<file path="src/rtl/ram_clear_engine_if.sv">
// Bus bundle for ram_clear_engine: control, CPU pass-through and RAM initiator pins.
// The master side drives control, CPU strobes and RAM read data; the slave side is the engine.
interface ram_clear_engine_if #(
    parameter int ADDR_WIDTH = 13,
    parameter int DATA_WIDTH = 8
);
    logic                  io_start;
    logic [DATA_WIDTH-1:0] io_fillValue;
    logic                  io_verify;
    logic                  io_busy;
    logic                  io_done;
    logic                  io_error;
    logic [ADDR_WIDTH-1:0] io_errorAddr;

    logic                  io_cpu_rd;
    logic                  io_cpu_wr;
    logic [ADDR_WIDTH-1:0] io_cpu_addr;
    logic [DATA_WIDTH-1:0] io_cpu_din;
    logic [DATA_WIDTH-1:0] io_cpu_dout;
    logic                  io_cpu_valid;
    logic                  io_cpu_wait;

    logic                  io_ram_rd;
    logic                  io_ram_wr;
    logic [ADDR_WIDTH-1:0] io_ram_addr;
    logic [DATA_WIDTH-1:0] io_ram_din;
    logic [DATA_WIDTH-1:0] io_ram_dout;

    modport master (
        output io_start, io_fillValue, io_verify,
        output io_cpu_rd, io_cpu_wr, io_cpu_addr, io_cpu_din,
        output io_ram_dout,
        input  io_busy, io_done, io_error, io_errorAddr,
        input  io_cpu_dout, io_cpu_valid, io_cpu_wait,
        input  io_ram_rd, io_ram_wr, io_ram_addr, io_ram_din
    );

    modport slave (
        input  io_start, io_fillValue, io_verify,
        input  io_cpu_rd, io_cpu_wr, io_cpu_addr, io_cpu_din,
        input  io_ram_dout,
        output io_busy, io_done, io_error, io_errorAddr,
        output io_cpu_dout, io_cpu_valid, io_cpu_wait,
        output io_ram_rd, io_ram_wr, io_ram_addr, io_ram_din
    );
endinterface

</file>
<file path="src/rtl/ram_clear_engine.sv">
// Work-RAM fill/verify sequencer with idle-time CPU pass-through.
// Owns the RAM initiator pins; clears the RAM on game reset and core load.
module ram_clear_engine #(
    parameter int ADDR_WIDTH = 13,
    parameter int DATA_WIDTH = 8
) (
    input  logic              clock,
    input  logic              reset,
    ram_clear_engine_if.slave bus
);
    typedef enum logic [2:0] {
        IDLE,
        FILL,
        VERIFY,
        DRAIN,
        DONE
    } state_t;

    state_t                state;
    logic [ADDR_WIDTH-1:0] cnt;
    logic [ADDR_WIDTH-1:0] rd_addr;
    logic [ADDR_WIDTH-1:0] err_addr;
    logic [DATA_WIDTH-1:0] fill_q;
    logic                  verify_q;
    logic                  err_q;
    logic                  rd_pend;
    logic                  cpu_valid_q;

    logic is_idle;
    logic in_fill;
    logic in_verify;
    logic busy;
    logic fwd;
    logic fwd_wr;
    logic fwd_rd;
    logic mism;
    logic last;

    always_comb begin
        is_idle   = (state == IDLE);
        in_fill   = (state == FILL);
        in_verify = (state == VERIFY);
        busy      = in_fill || in_verify || (state == DRAIN);
        last      = &cnt;
        // A start in IDLE pre-empts any CPU strobe in the same cycle
        fwd       = is_idle && !bus.io_start && !reset;
        fwd_wr    = fwd && bus.io_cpu_wr;
        fwd_rd    = fwd && bus.io_cpu_rd && !bus.io_cpu_wr;
        mism      = rd_pend && (bus.io_ram_dout != fill_q);
    end

    always_ff @(posedge clock) begin
        if (reset) begin
            state       <= IDLE;
            cnt         <= '0;
            rd_addr     <= '0;
            err_addr    <= '0;
            fill_q      <= '0;
            verify_q    <= 1'b0;
            err_q       <= 1'b0;
            rd_pend     <= 1'b0;
            cpu_valid_q <= 1'b0;
        end else begin
            cpu_valid_q <= fwd_rd;
            rd_pend     <= in_verify;
            rd_addr     <= cnt;
            // Only the first mismatch address is kept
            if (mism && !err_q) begin
                err_q    <= 1'b1;
                err_addr <= rd_addr;
            end
            unique case (state)
                IDLE: begin
                    if (bus.io_start) begin
                        fill_q   <= bus.io_fillValue;
                        verify_q <= bus.io_verify;
                        err_q    <= 1'b0;
                        err_addr <= '0;
                        cnt      <= '0;
                        state    <= FILL;
                    end
                end
                FILL: begin
                    cnt <= cnt + 1'b1;
                    if (last) begin
                        state <= verify_q ? VERIFY : DONE;
                    end
                end
                VERIFY: begin
                    cnt <= cnt + 1'b1;
                    if (last) begin
                        state <= DRAIN;
                    end
                end
                DRAIN: state <= DONE;
                DONE:  state <= IDLE;
                default: state <= IDLE;
            endcase
        end
    end

    always_comb begin
        bus.io_busy      = busy;
        bus.io_done      = (state == DONE);
        bus.io_error     = err_q;
        bus.io_errorAddr = err_addr;
        bus.io_cpu_dout  = bus.io_ram_dout;
        bus.io_cpu_valid = cpu_valid_q;
        bus.io_cpu_wait  = busy || (is_idle && bus.io_start);
        bus.io_ram_wr    = !reset && (in_fill || fwd_wr);
        bus.io_ram_rd    = !reset && (in_verify || fwd_rd);
        bus.io_ram_addr  = (in_fill || in_verify) ? cnt : bus.io_cpu_addr;
        bus.io_ram_din   = in_fill ? fill_q : bus.io_cpu_din;
    end
endmodule

</file>
<file path="src/flat_wrapper.sv">
// flat-port wrapper written by rule: the top's interface ports become plain ports
module ram_clear_engine_flat 
#(
    parameter int ADDR_WIDTH = 13,
    parameter int DATA_WIDTH = 8
)
  (clock, reset, bus_io_start, bus_io_fillValue, bus_io_verify, bus_io_cpu_rd, bus_io_cpu_wr, bus_io_cpu_addr, bus_io_cpu_din, bus_io_ram_dout, bus_io_busy, bus_io_done, bus_io_error, bus_io_errorAddr, bus_io_cpu_dout, bus_io_cpu_valid, bus_io_cpu_wait, bus_io_ram_rd, bus_io_ram_wr, bus_io_ram_addr, bus_io_ram_din);
  ram_clear_engine_if #(.ADDR_WIDTH(ADDR_WIDTH), .DATA_WIDTH(DATA_WIDTH)) bus_i ();
  input  logic clock;
  input  logic reset;
  input wire logic [$bits(bus_i.io_start)-1:0] bus_io_start;
  input wire logic [$bits(bus_i.io_fillValue)-1:0] bus_io_fillValue;
  input wire logic [$bits(bus_i.io_verify)-1:0] bus_io_verify;
  input wire logic [$bits(bus_i.io_cpu_rd)-1:0] bus_io_cpu_rd;
  input wire logic [$bits(bus_i.io_cpu_wr)-1:0] bus_io_cpu_wr;
  input wire logic [$bits(bus_i.io_cpu_addr)-1:0] bus_io_cpu_addr;
  input wire logic [$bits(bus_i.io_cpu_din)-1:0] bus_io_cpu_din;
  input wire logic [$bits(bus_i.io_ram_dout)-1:0] bus_io_ram_dout;
  output wire logic [$bits(bus_i.io_busy)-1:0] bus_io_busy;
  output wire logic [$bits(bus_i.io_done)-1:0] bus_io_done;
  output wire logic [$bits(bus_i.io_error)-1:0] bus_io_error;
  output wire logic [$bits(bus_i.io_errorAddr)-1:0] bus_io_errorAddr;
  output wire logic [$bits(bus_i.io_cpu_dout)-1:0] bus_io_cpu_dout;
  output wire logic [$bits(bus_i.io_cpu_valid)-1:0] bus_io_cpu_valid;
  output wire logic [$bits(bus_i.io_cpu_wait)-1:0] bus_io_cpu_wait;
  output wire logic [$bits(bus_i.io_ram_rd)-1:0] bus_io_ram_rd;
  output wire logic [$bits(bus_i.io_ram_wr)-1:0] bus_io_ram_wr;
  output wire logic [$bits(bus_i.io_ram_addr)-1:0] bus_io_ram_addr;
  output wire logic [$bits(bus_i.io_ram_din)-1:0] bus_io_ram_din;
  assign bus_i.io_start = bus_io_start;
  assign bus_i.io_fillValue = bus_io_fillValue;
  assign bus_i.io_verify = bus_io_verify;
  assign bus_i.io_cpu_rd = bus_io_cpu_rd;
  assign bus_i.io_cpu_wr = bus_io_cpu_wr;
  assign bus_i.io_cpu_addr = bus_io_cpu_addr;
  assign bus_i.io_cpu_din = bus_io_cpu_din;
  assign bus_i.io_ram_dout = bus_io_ram_dout;
  assign bus_io_busy = bus_i.io_busy;
  assign bus_io_done = bus_i.io_done;
  assign bus_io_error = bus_i.io_error;
  assign bus_io_errorAddr = bus_i.io_errorAddr;
  assign bus_io_cpu_dout = bus_i.io_cpu_dout;
  assign bus_io_cpu_valid = bus_i.io_cpu_valid;
  assign bus_io_cpu_wait = bus_i.io_cpu_wait;
  assign bus_io_ram_rd = bus_i.io_ram_rd;
  assign bus_io_ram_wr = bus_i.io_ram_wr;
  assign bus_io_ram_addr = bus_i.io_ram_addr;
  assign bus_io_ram_din = bus_i.io_ram_din;
  ram_clear_engine #(.ADDR_WIDTH(ADDR_WIDTH), .DATA_WIDTH(DATA_WIDTH)) u_core (.clock(clock), .reset(reset), .bus(bus_i));
endmodule
</file>
<file path="config.mk">
export PLATFORM = sky130hd
export DESIGN_NAME = ram_clear_engine_flat
export DESIGN_NICKNAME = d
export VERILOG_FILES = /design/src/rtl/ram_clear_engine_if.sv /design/src/rtl/ram_clear_engine.sv /design/src/flat_wrapper.sv
export SDC_FILE = /design/constraint.sdc
export NUM_CORES = 1
export LEC_CHECK = 0
export CAP_MARGIN = 20
export CORE_ASPECT_RATIO = 0.6
export CORE_MARGIN = 1.5
export CORE_UTILIZATION = 41
export DETAILED_ROUTE_END_ITERATION = 10
export PLACE_DENSITY_LB_ADDON = 0.15
export SETUP_SLACK_MARGIN = 0.1
export SLEW_MARGIN = 0
export SYNTH_ARGS = -nofsm -noshare
export SYNTH_HDL_FRONTEND = slang
export SYNTH_SLANG_ARGS = --single-unit
</file>
<file path="constraint.sdc">
create_clock -name clock -period 1.6 [get_ports clock]
set_input_delay 0.32 -clock clock [delete_from_list [all_inputs] [get_ports clock]]
set_output_delay 0.32 -clock clock [all_outputs]
set_load 0.02 [all_outputs]
</file>
==> summary.md, run 1 <==
| Metric | Value |
|---|---|
| Area leader, netlist | `dfxtp_1` |
| Hold Buf Count CTS | `0` |
| DRC | `0` |
| Psw | `838 µW` |
| Starting Density | `42.6%` |
| First-pass GRT wire length | `11.0 mm` |
| CTS root buf | `clkbuf_8` |
| Inserted Diodes | `0` |
| Total CTS buffers | `5` |
| Vias per inst | `4.85` |
| FFs w/ async S/R, synth | `0%` |
| Worst R2R Path Depth | `7` |
| DR iter-0 viols | `94` |
| Post-DP Area | `0.00382 mm²` |
| 1st-pass router iterations | `4` |
| Max-cap violations | `0` |
| Critical Path Source Type | `flop` |
| Warnings from Yosys | `0` |
| Syn nets | `322` |
| Post-Route WL | `7.18 mm` |
| CP arrival | `1720 ps` |
| All-Layer GR Usage | `20.4%` |
| Hold WC Path Type | `reg2reg` |
| Post-synthesis sequential area ratio | `41.5%` |
| Crit path cell chain | `nand2b_4, a21oi_4, buf_6, buf_12, mux2_4, buf_6` |
| Violated checks | `setup timing` |
| Slowest Stage Delay on Critical Path | `390 ps` |
| Crit Path Max Fanout | `8` |
| RR Endpoint | `u_core.cnt[11]` |
| Cell area after layout | `0.00439 mm²` |
| CP max stage cell | `dfxtp_4` |
| H-tree Lvls | `2` |
| # rows | `22` |
| Layout area overhead | `68.6%` |
| Tightest Pin Transition | `354 ps` |
| R2r startpoint | `u_core.state[0]` |
| Sequential Power Share | `47.1%` |
| Synth top area cells | `dfxtp_1 42%, nand2_1 7.5%, mux2_2 6.1%` |
| Num ports | `92` |
| Clock Pin Slew Worst Setup and Hold Paths | `110 ps` |
| Layout Utilization | `71.8%` |
| Status | `complete, but fails checks` |
| Unique cell type count in the Yosys netlist | `40` |
| CTS tree | `yes` |
| Die width | `106 µm` |
| Layout net count | `443` |
| Worst EP required | `1280 ps` |
| Clock Skews | `7.86 ps` |
| Final slew viol count | `0` |
| Number of global-route vias before repair | `2,248` |
| Worst setup path class | `reg2out` |
| Dpl hpwl | `4.83 mm` |
| Initial antenna violation count | `0` |
| Hold Fails Final Rpt | `0` |
| Die Area | `0.00685 mm²` |
| Pwr Density | `672 mW/mm²` |
| Post-synth top area share | `41.5%` |
| Clock Power Share | `27.8%` |
| Gpl congestion | `0.831` |
| Slew headroom | `76.4%` |
| Fmax | `490 MHz` |
| Main synth FF type | `dfxtp_1` |
| Post-Syn Area | `0.00260 mm²` |
| Fin crit share | `128%` |
| Sink Count | `54` |
| Fill cells | `449` |
| Core area | `0.00611 mm²` |
| Overflow after GRT | `0` |
| Register bit total from synthesis | `54` |
| Max Root-Sink Buffers | `2` |
| Final worst setup slack | `-441 ps` |
| Die height | `64.7 µm` |
| Peak VDD IR | `0.000363 V` |
| CP most frequent cell | `buf_6` |
| Int Power | `2110 µW` |
| P_leak | `0.00189 µW` |
| Synth Area per Inst | `9.37 µm²` |
| Pre-CTS setup slack | `-891 ps` |
| Antenna Nets Post-Route | `0` |
| Combinational cell fraction of total power | `25.2%` |
| Worst hold path cell count | `2` |
| Worst hold start | `u_core.rd_addr[8]` |
| Worst R2R Setup Slack | `-40 ps` |
| Largest net degree at the start of global routing | `24` |
| Hold path endpoint | `u_core.bus.io_errorAddr[8]` |
| Vias | `2,349` |
| Crit end category | `output port` |
| RSZ-0062 raised after global routing | `yes` |
| Synthesized instance count | `278` |
| Share of cells above drive strength 1 | `40.0%` |
| Number of flops mapped to enable cells by yosys | `0` |
| Clock period minus worst slack | `2040 ps` |
| Worst skew pair latency | `310 ps` |
| Final setup TNS | `-9700 ps` |
| WL/cell | `14.8 µm` |
| Sw Ratio | `28.4%` |
| Buffers on Ports | `91` |
| Final setup viols | `38` |
==> worst max-delay path by stage <==
| stage | cells past startpoint | endpoint | start |
|---|---|---|---|
| 2_1_floorplan | 5 | bus_io_ram_addr[10] | u_core.state[1] |
| 4_1_cts | 6 | bus_io_ram_addr[2] | u_core.state[1] |
| 5_1_grt | 6 | bus_io_ram_addr[2] | u_core.state[1] |
| 3_3_place_gp | 5 | bus_io_ram_rd | bus_io_start |
| 6_report | 6 | bus_io_ram_addr[7] | u_core.state[1] |
| 3_5_place_dp | 5 | bus_io_ram_rd | bus_io_start |
==> cell families after synthesis <==
| logic type | after synthesis | synth area share [%] |
|---|---|---|
| simple gates | 115 | 23.8 |
| flops | 54 | 41.5 |
| mux | 34 | 14.1 |
| compound gates | 32 | 7.93 |
| buf+inv | 28 | 7.45 |
| xor+xnor | 14 | 4.71 |
| fa+ha+maj | 1 | 0.480 |
==> repair_timing <==
| item | in CTS | in global routing |
|---|---|---|
| resized for setup | 218 | 50 |
| setup endpoints to repair | 77 | 62 |
| gates cloned | 3 | 3 |
| hold endpoints to repair | 0 | 0 |
| buffers inserted | 6 | 5 |
| pin swaps | 6 | 40 |
==> power groups by stage <==
stage	Combinational, µW	Clock, µW	Sequential [µW]
6_report	743	819	1390
4_1_cts	672	841	1390
2_1_floorplan	325	0	1410
3_3_place_gp	582	0	1420
3_5_place_dp	588	0	1420
5_1_grt	781	896	1390
==> cells in the mapped netlist (3+ instances only) <==
cell / number
clkbuf_1: 5
o21ai_0: 7
mux2i_1: 13
nand4_1: 6
inv_1: 5
nand3_1: 4
xor2_1: 5
nor2b_1: 11
buf_6: 7
mux2_2: 14
a31oi_1: 3
or3_1: 6
nand2_1: 52
buf_4: 9
nor2_1: 14
mux2_1: 7
nand2b_1: 3
a21oi_1: 14
dfxtp_1: 54
and2_1: 3
xnor2_1: 9
==> cell type report <==
type	instances	area [µm²]	area share, %
clock buffers	5	68.8	1.57
clock inverters	3	26.3	0.598
inverters	5	18.8	0.427
multi-input cells	199	1660	37.9
flip-flops and latches	54	1100	25.1
well taps	84	105	2.39
repair buffers	134	1410	32.0
==> through the flow <==
stage / instances / total power, µW / hold slack (ps)
after floorplan: 278 / 1740 / 424
after global placement: 460 / 2000 / 431
after detailed placement: 460 / 2010 / 437
after CTS: 477 / 2900 / 453
after global routing: 484 / 3070 / 484
final: 484 / 2950 / 457
==> per-layer routing <==
layer | track usage [%] | up-vias | share of wire, %
li1 | - | 1182 | -
met5 | 0 | - | 0
met1 | 30.6 | 1086 | 50
met2 | 29.6 | 70 | 43
met3 | 3.72 | 11 | 5.4
met4 | 5.91 | 0 | 1.2
==> registers in the layout, indices dropped and copies added (netlist names) <==
signal	count
u_core.bus.io_errorAddr	13
u_core.cnt	13
u_core.rd_addr	13
u_core.fill_q	8
u_core.state	3
u_core.bus.io_cpu_valid	1
u_core.bus.io_error	1
u_core.rd_pend	1
u_core.verify_q	1
==> cell usage in the layout (no fill, tap or decap), types with 2 or more instances in the layout <==
cell type and count:
dfxtp_2 6, nand3_1 3, mux2i_1 13, nand4_2 2, xor2_1 5, xnor2_2 2
a31oi_1 3, inv_6 2, nor2_1 7, a21boi_1 2, buf_12 7, and2_1 2
dlymetal6s2s_1 4, buf_4 27, nand4_1 6, dfxtp_4 4, nor4_4 2, nand2_4 5
a21oi_2 13, clkbuf_8 5, nand2b_4 3, buf_8 2, nor2_4 11, dlygate4sd2_1 24
inv_1 5, dfxtp_1 44, or3_1 6, clkdlybuf4s50_1 36, a21oi_1 3, a21oi_4 2
and3_1 2, mux2_4 21, xnor2_1 7, nor2b_1 11, o21ai_0 6, nand3b_1 2
buf_6 31, nand2_1 42, nand2_2 5
==> critical path: cells and delay by family (launching register included) <==
family / cells / cell delay (ps)
buffers and inverters: 3 / 370
flip-flops: 1 / 390
AO/OA/AOI/OAI: 1 / 170
AND/OR/NAND/NOR: 1 / 160
multiplexers: 1 / 310
(Power assumes the default switching activity.)
==> run 2, diff against run 1 <==
CORE_MARGIN = 5   (was 1.5)
CTS_CLUSTER_DIAMETER = 100   (was unset)
==> summary.md, run 2 (synthesis results as in run 1) <==
| Metric | Value |
|---|---|
| Status | `complete, but fails checks (unchanged)` |
| Violated checks | `setup timing (unchanged)` |
| Layout area overhead | `75.2% (was 68.6%)` |
| Fmax | `490 MHz (about the same)` |
| Share of cells above drive strength 1 | `44.5% (was 40.0%)` |
| Inserted Diodes | `0 (unchanged)` |
| Hold slack | `449 ps (was 457 ps)` |
| Vias | `2,506 (was 2,349)` |
| CP arrival | `1720 ps (about the same)` |
| Starting Density | `42.4% (was 42.6%)` |
| Buffers on Ports | `91 (unchanged)` |
| Critical Path Source Type | `flop (unchanged)` |
| Pwr Density | `659 mW/mm² (was 672 mW/mm²)` |
| Total CTS buffers | `5 (unchanged)` |
| Crit Path Max Fanout | `7 (was 8)` |
| First-pass GRT wire length | `12.0 mm (was 11.0 mm)` |
| Tightest Pin Transition | `382 ps (was 354 ps)` |
| Worst skew pair latency | `320 ps (was 310 ps)` |
| Worst setup path class | `reg2out (unchanged)` |
| Hold WC Path Type | `in2reg (was reg2reg)` |
| H-tree Lvls | `2 (unchanged)` |
| Peak VDD IR | `0.000444 V (was 0.000363 V)` |
| DRC | `0 (unchanged)` |
| Max Root-Sink Buffers | `2 (unchanged)` |
| Fill cells | `436 (was 449)` |
| Die height | `71.7 µm (was 64.7 µm)` |
| Die width | `113 µm (was 106 µm)` |
| Final setup TNS | `-10,400 ps (was -9700 ps)` |
| Max-cap violations | `0 (unchanged)` |
| Metal2 WL | `3.84 mm (was 3.11 mm)` |
| Hold Fails Final Rpt | `0 (unchanged)` |
| Post-Route M1 WL | `3.90 mm (was 3.59 mm)` |
| Worst EP required | `1280 ps (about the same)` |
| Die Area | `0.00810 mm² (was 0.00685 mm²)` |
| Dpl hpwl | `5.13 mm (was 4.83 mm)` |
| Clock Skews | `9.38 ps (was 7.86 ps)` |
| Vias per inst | `5.08 (was 4.85)` |
| Clock Pin Slew Worst Setup and Hold Paths | `100 ps (was 110 ps)` |
| Cell area after layout | `0.00456 mm² (was 0.00439 mm²)` |
| Crit end category | `output port (unchanged)` |
| 1st-pass router iterations | `4 (unchanged)` |
| Overflow after GRT | `0 (unchanged)` |
| Initial antenna violation count | `0 (unchanged)` |
| Layout net count | `452 (was 443)` |
| Layout Utilization | `74.3% (was 71.8%)` |
| RSZ-0062 raised after global routing | `yes (unchanged)` |
| Max layer used | `met4 (unchanged)` |
| # rows | `22 (unchanged)` |
| All-Layer GR Usage | `18.2% (was 20.4%)` |
| Most frequent cells in the layout | `47 x dfxtp_1, 41 x buf_6, 40 x clkdlybuf4s50_1 (was 44 x dfxtp_1, 42 x nand2_1, 36 x clkdlybuf4s50_1)` |
| Num ports | `92 (unchanged)` |
| Antenna Nets Post-Route | `0 (unchanged)` |
| P_leak | `0.00189 µW (about the same)` |
| Post-DP Area | `0.00381 mm² (was 0.00382 mm²)` |
| WL/cell | `17.2 µm (was 14.8 µm)` |
| CTS root buf | `clkbuf_8 (unchanged)` |
| Core area | `0.00614 mm² (was 0.00611 mm²)` |
| Total power | `3010 µW (was 2950 µW)` |
| CTS tree | `yes (unchanged)` |
| Most common cell after layout, fill and taps aside | `dfxtp_1 (unchanged)` |
| Sink Count | `54 (unchanged)` |
| DR iter-0 viols | `77 (was 94)` |
| Final setup viols | `39 (was 38)` |
| Gpl congestion | `0.832 (was 0.831)` |
| Routed wl met3 | `635 µm (was 386 µm)` |
| Largest net degree at the start of global routing | `26 (was 24)` |
| Fin crit share | `128% (about the same)` |
| Final worst setup slack | `-441 ps (about the same)` |
| Final slew viol count | `0 (unchanged)` |
| Clock period minus worst slack | `2040 ps (about the same)` |
| Post-Route WL | `8.49 mm (was 7.18 mm)` |
| Number of global-route vias before repair | `2,371 (was 2,248)` |
| Slew headroom | `74.5% (was 76.4%)` |
[run 2: through the flow]
stage / setup slack [ps] / std cells
after floorplan: -85.1 / 278
after global placement: -862 / 459
after detailed placement: -868 / 459
after CTS: -418 / 482
after global routing: -486 / 493
final: -441 / 493
[run 2: critical path, stage by stage (launching register included)]
cell and delay (ps):
dfxtp_4 390, nand2b_4 150, a21oi_4 170, buf_6 130
buf_16 120, mux2_4 300, buf_6 130
[run 2: where the power goes]
part | switching (µW) | total (µW) | internal (µW)
Combinational | 330 | 782 | 453
Sequential | 29.7 | 1390 | 1360
Clock | 503 | 831 | 328
[run 2: what timing repair did]
| action | CTS | global route |
|---|---|---|
| buffers inserted | 12 | 10 |
| pin swaps | 13 | 36 |
| cloned | 3 | 3 |
| endpoints found under the setup margin | 84 | 68 |
| gates resized for setup | 211 | 80 |
| hold buffers | 0 | 0 |
[run 2: final timing paths]
path / startpoint / end / slack, ps / cells after the start
setup / recovery: u_core.state[1] / bus_io_ram_addr[10] / -440 / 6
hold / removal: reset / u_core.rd_pend / 450 / 2
setup reg to reg: u_core.state[0] / u_core.cnt[4] / -110 / 10
hold reg to reg: u_core.rd_addr[5] / u_core.bus.io_errorAddr[5] / 450 / 2
[run 2: layout make-up]
class,instances,area [µm²],area share [%]
Timing Repair Buffer,144,1540,33.7
Clock inverter,3,28.8,0.631
Multi-Input combinational cell,198,1710,37.4
Sequential cell,54,1100,24.1
Inverter,5,18.8,0.411
Tap cell,84,105,2.30
Clock buffer,5,68.8,1.51
[run 2: per-layer routing]
| metal | vias up | track usage (%) |
|---|---|---|
| met5 | - | 0 |
| met4 | 0 | 4.13 |
| met3 | 11 | 5.23 |
| met2 | 96 | 28.1 |
| met1 | 1195 | 25.3 |
| li1 | 1204 | - |
==> run 3, diff against run 2 <==
SETUP_SLACK_MARGIN = unset   (was 0.1)
==> summary.md, run 3 (synthesis results as in run 1) <==
| Metric | Value |
|---|---|
| Status | `complete, but fails checks (unchanged)` |
| Violated checks | `setup timing (unchanged)` |
| Most frequent cells in the layout | `49 x dfxtp_1, 47 x nand2_1, 41 x clkdlybuf4s50_1 (was 47 x dfxtp_1, 41 x buf_6, 40 x clkdlybuf4s50_1)` |
| Dpl hpwl | `5.01 mm (was 5.13 mm)` |
| Psw | `791 µW (was 862 µW)` |
| Inserted Diodes | `0 (unchanged)` |
| Sink Count | `54 (unchanged)` |
| Tightest Pin Transition | `505 ps (was 382 ps)` |
| Most common cell after layout, fill and taps aside | `dfxtp_1 (unchanged)` |
| Initial antenna violation count | `0 (unchanged)` |
| Worst hold path cell count | `3 (was 2)` |
| Cell area after layout | `0.00424 mm² (was 0.00456 mm²)` |
| Hold WC Path Type | `in2reg (unchanged)` |
| Die height | `71.7 µm (unchanged)` |
| Clock Skews | `11.5 ps (was 9.38 ps)` |
| Hold path endpoint | `u_core.cnt[12] (was u_core.rd_pend)` |
| Fin crit share | `125% (was 128%)` |
| Hold Buf Count CTS | `0 (unchanged)` |
| R2r startpoint | `u_core.state[1] (was u_core.state[0])` |
| Max Root-Sink Buffers | `2 (unchanged)` |
| Starting Density | `42.4% (unchanged)` |
| Fill cells | `447 (was 436)` |
| Hold slack | `455 ps (was 449 ps)` |
| Largest net degree at the start of global routing | `27 (was 26)` |
| Layout area overhead | `62.8% (was 75.2%)` |
| Crit Path Max Fanout | `7 (unchanged)` |
| RSZ-0062 raised after global routing | `yes (unchanged)` |
| Share of cells above drive strength 1 | `35.0% (was 44.5%)` |
| Hold Fails Final Rpt | `0 (unchanged)` |
| Crit end category | `output port (unchanged)` |
| Sw Ratio | `27.6% (was 28.7%)` |
| Num ports | `92 (unchanged)` |
| Worst skew pair latency | `310 ps (was 320 ps)` |
| Layout net count | `437 (was 452)` |
| Vias | `2,286 (was 2,506)` |
| Worst hold start | `reset (unchanged)` |
| Worst EP required | `1280 ps (about the same)` |
| Pwr Density | `676 mW/mm² (was 659 mW/mm²)` |
| Critical Path Source Type | `flop (unchanged)` |
| Clock Power Share | `27.9% (was 27.7%)` |
| Post-DP Area | `0.00377 mm² (was 0.00381 mm²)` |
| Sequential Power Share | `48.4% (was 46.3%)` |
| WL/cell | `15.0 µm (was 17.2 µm)` |
| Clock Pin Slew Worst Setup and Hold Paths | `100 ps (about the same)` |
| Int Power | `2070 µW (was 2140 µW)` |
| Die Area | `0.00810 mm² (unchanged)` |
| Worst R2R Path Depth | `6 (was 10)` |
| H-tree Lvls | `2 (unchanged)` |
| P_leak | `0.00186 µW (was 0.00189 µW)` |
| DRC | `0 (unchanged)` |
| Clock period minus worst slack | `2010 ps (was 2040 ps)` |
| Number of global-route vias before repair | `2,145 (was 2,371)` |
| Vias per inst | `4.78 (was 5.08)` |
| CP arrival | `1690 ps (was 1720 ps)` |
| First-pass GRT wire length | `10.7 mm (was 12.0 mm)` |
| Final setup viols | `32 (was 39)` |
| Core area | `0.00614 mm² (unchanged)` |
| Max-cap violations | `0 (unchanged)` |
| Post-Route WL | `7.16 mm (was 8.49 mm)` |
| CTS tree | `yes (unchanged)` |
| Final slew viol count | `0 (unchanged)` |
| Final worst setup slack | `-406 ps (was -441 ps)` |
| 1st-pass router iterations | `4 (unchanged)` |
| Combinational cell fraction of total power | `23.7% (was 26.0%)` |
| Buffers on Ports | `91 (unchanged)` |
| Pre-CTS setup slack | `-852 ps (was -868 ps)` |
| Total CTS buffers | `5 (unchanged)` |
| Worst R2R Setup Slack | `-20 ps (was -110 ps)` |
| RR Endpoint | `u_core.cnt[0] (was u_core.cnt[4])` |
| # rows | `22 (unchanged)` |
| DR iter-0 viols | `78 (was 77)` |
| Worst setup path class | `reg2out (unchanged)` |
| Fmax | `498 MHz (was 490 MHz)` |
| Overflow after GRT | `0 (unchanged)` |
| CTS root buf | `clkbuf_8 (unchanged)` |
| Peak VDD IR | `0.000432 V (was 0.000444 V)` |
| Slew headroom | `66.3% (was 74.5%)` |
| Layout Utilization | `69.1% (was 74.3%)` |
| Die width | `113 µm (unchanged)` |
| Gpl congestion | `0.810 (was 0.832)` |
| All-Layer GR Usage | `16.3% (was 18.2%)` |
| Antenna Nets Post-Route | `0 (unchanged)` |
## run 3: final cells by class
class | count | area [µm²] | area share (%)
tap | 84 | 105 | 2.48
sequential | 54 | 1090 | 25.8
inverter | 5 | 18.8 | 0.443
multi-input combinational | 196 | 1570 | 37.1
clock buffer | 5 | 68.8 | 1.62
timing repair buffer | 131 | 1350 | 31.9
clock inverter | 3 | 26.3 | 0.620
## run 3: what timing repair did
| action | 4_1_cts | 5_1_grt |
|---|---|---|
| endpoints found under the setup margin | 65 | 53 |
| pin swaps | 6 | 23 |
| buffers inserted | 4 | 4 |
| gates resized for setup | 197 | 46 |
| cloned | 1 | 1 |
## run 3: per-layer routing
metal / routed length [µm] / up-vias / part of all wire [%] / GRT usage, %
met3: 487 / 4 / 6.8 / 4.39
met4: 29 / 0 / 0.41 / 2.80
met2: 3150 / 69 / 44 / 23.4
met1: 3500 / 1051 / 49 / 24.7
li1: - / 1162 / - / -
met5: 0 / - / 0 / 0
## run 3: worst max-delay path by stage
stage	startpoint	to	slack (ps)	cells past startpoint
floorplan	u_core.state[1]	bus_io_ram_addr[10]	-90	5
global placement	bus_io_start	bus_io_ram_rd	-800	5
detailed placement	bus_io_start	bus_io_ram_rd	-850	5
CTS	u_core.state[1]	bus_io_ram_addr[8]	-450	6
global route	u_core.state[0]	bus_io_ram_addr[0]	-470	5
finish	u_core.state[0]	bus_io_ram_rd	-410	4
## run 3: stage by stage
stage,cells,TNS [ps],total power [µW]
finish,478,-8610,2860
global route,478,-11990,3000
CTS,474,-9100,2870
detailed placement,461,-24840,1990
global placement,461,-24110,1990
floorplan,278,-602,1710
## run 3: power by group through the flow
stage	clock network, µW	registers [µW]	logic, µW
global placement	0	1420	569
global route	890	1390	719
finish	799	1390	678
detailed placement	0	1420	574
floorplan	0	1410	303
CTS	834	1390	650
## run 3: worst max-delay path, cell delays in order, from the launching register on
cell and delay, ps:
dfxtp_4 390, or3_1 400, and4bb_1 330, or2_4 140
buf_4 130
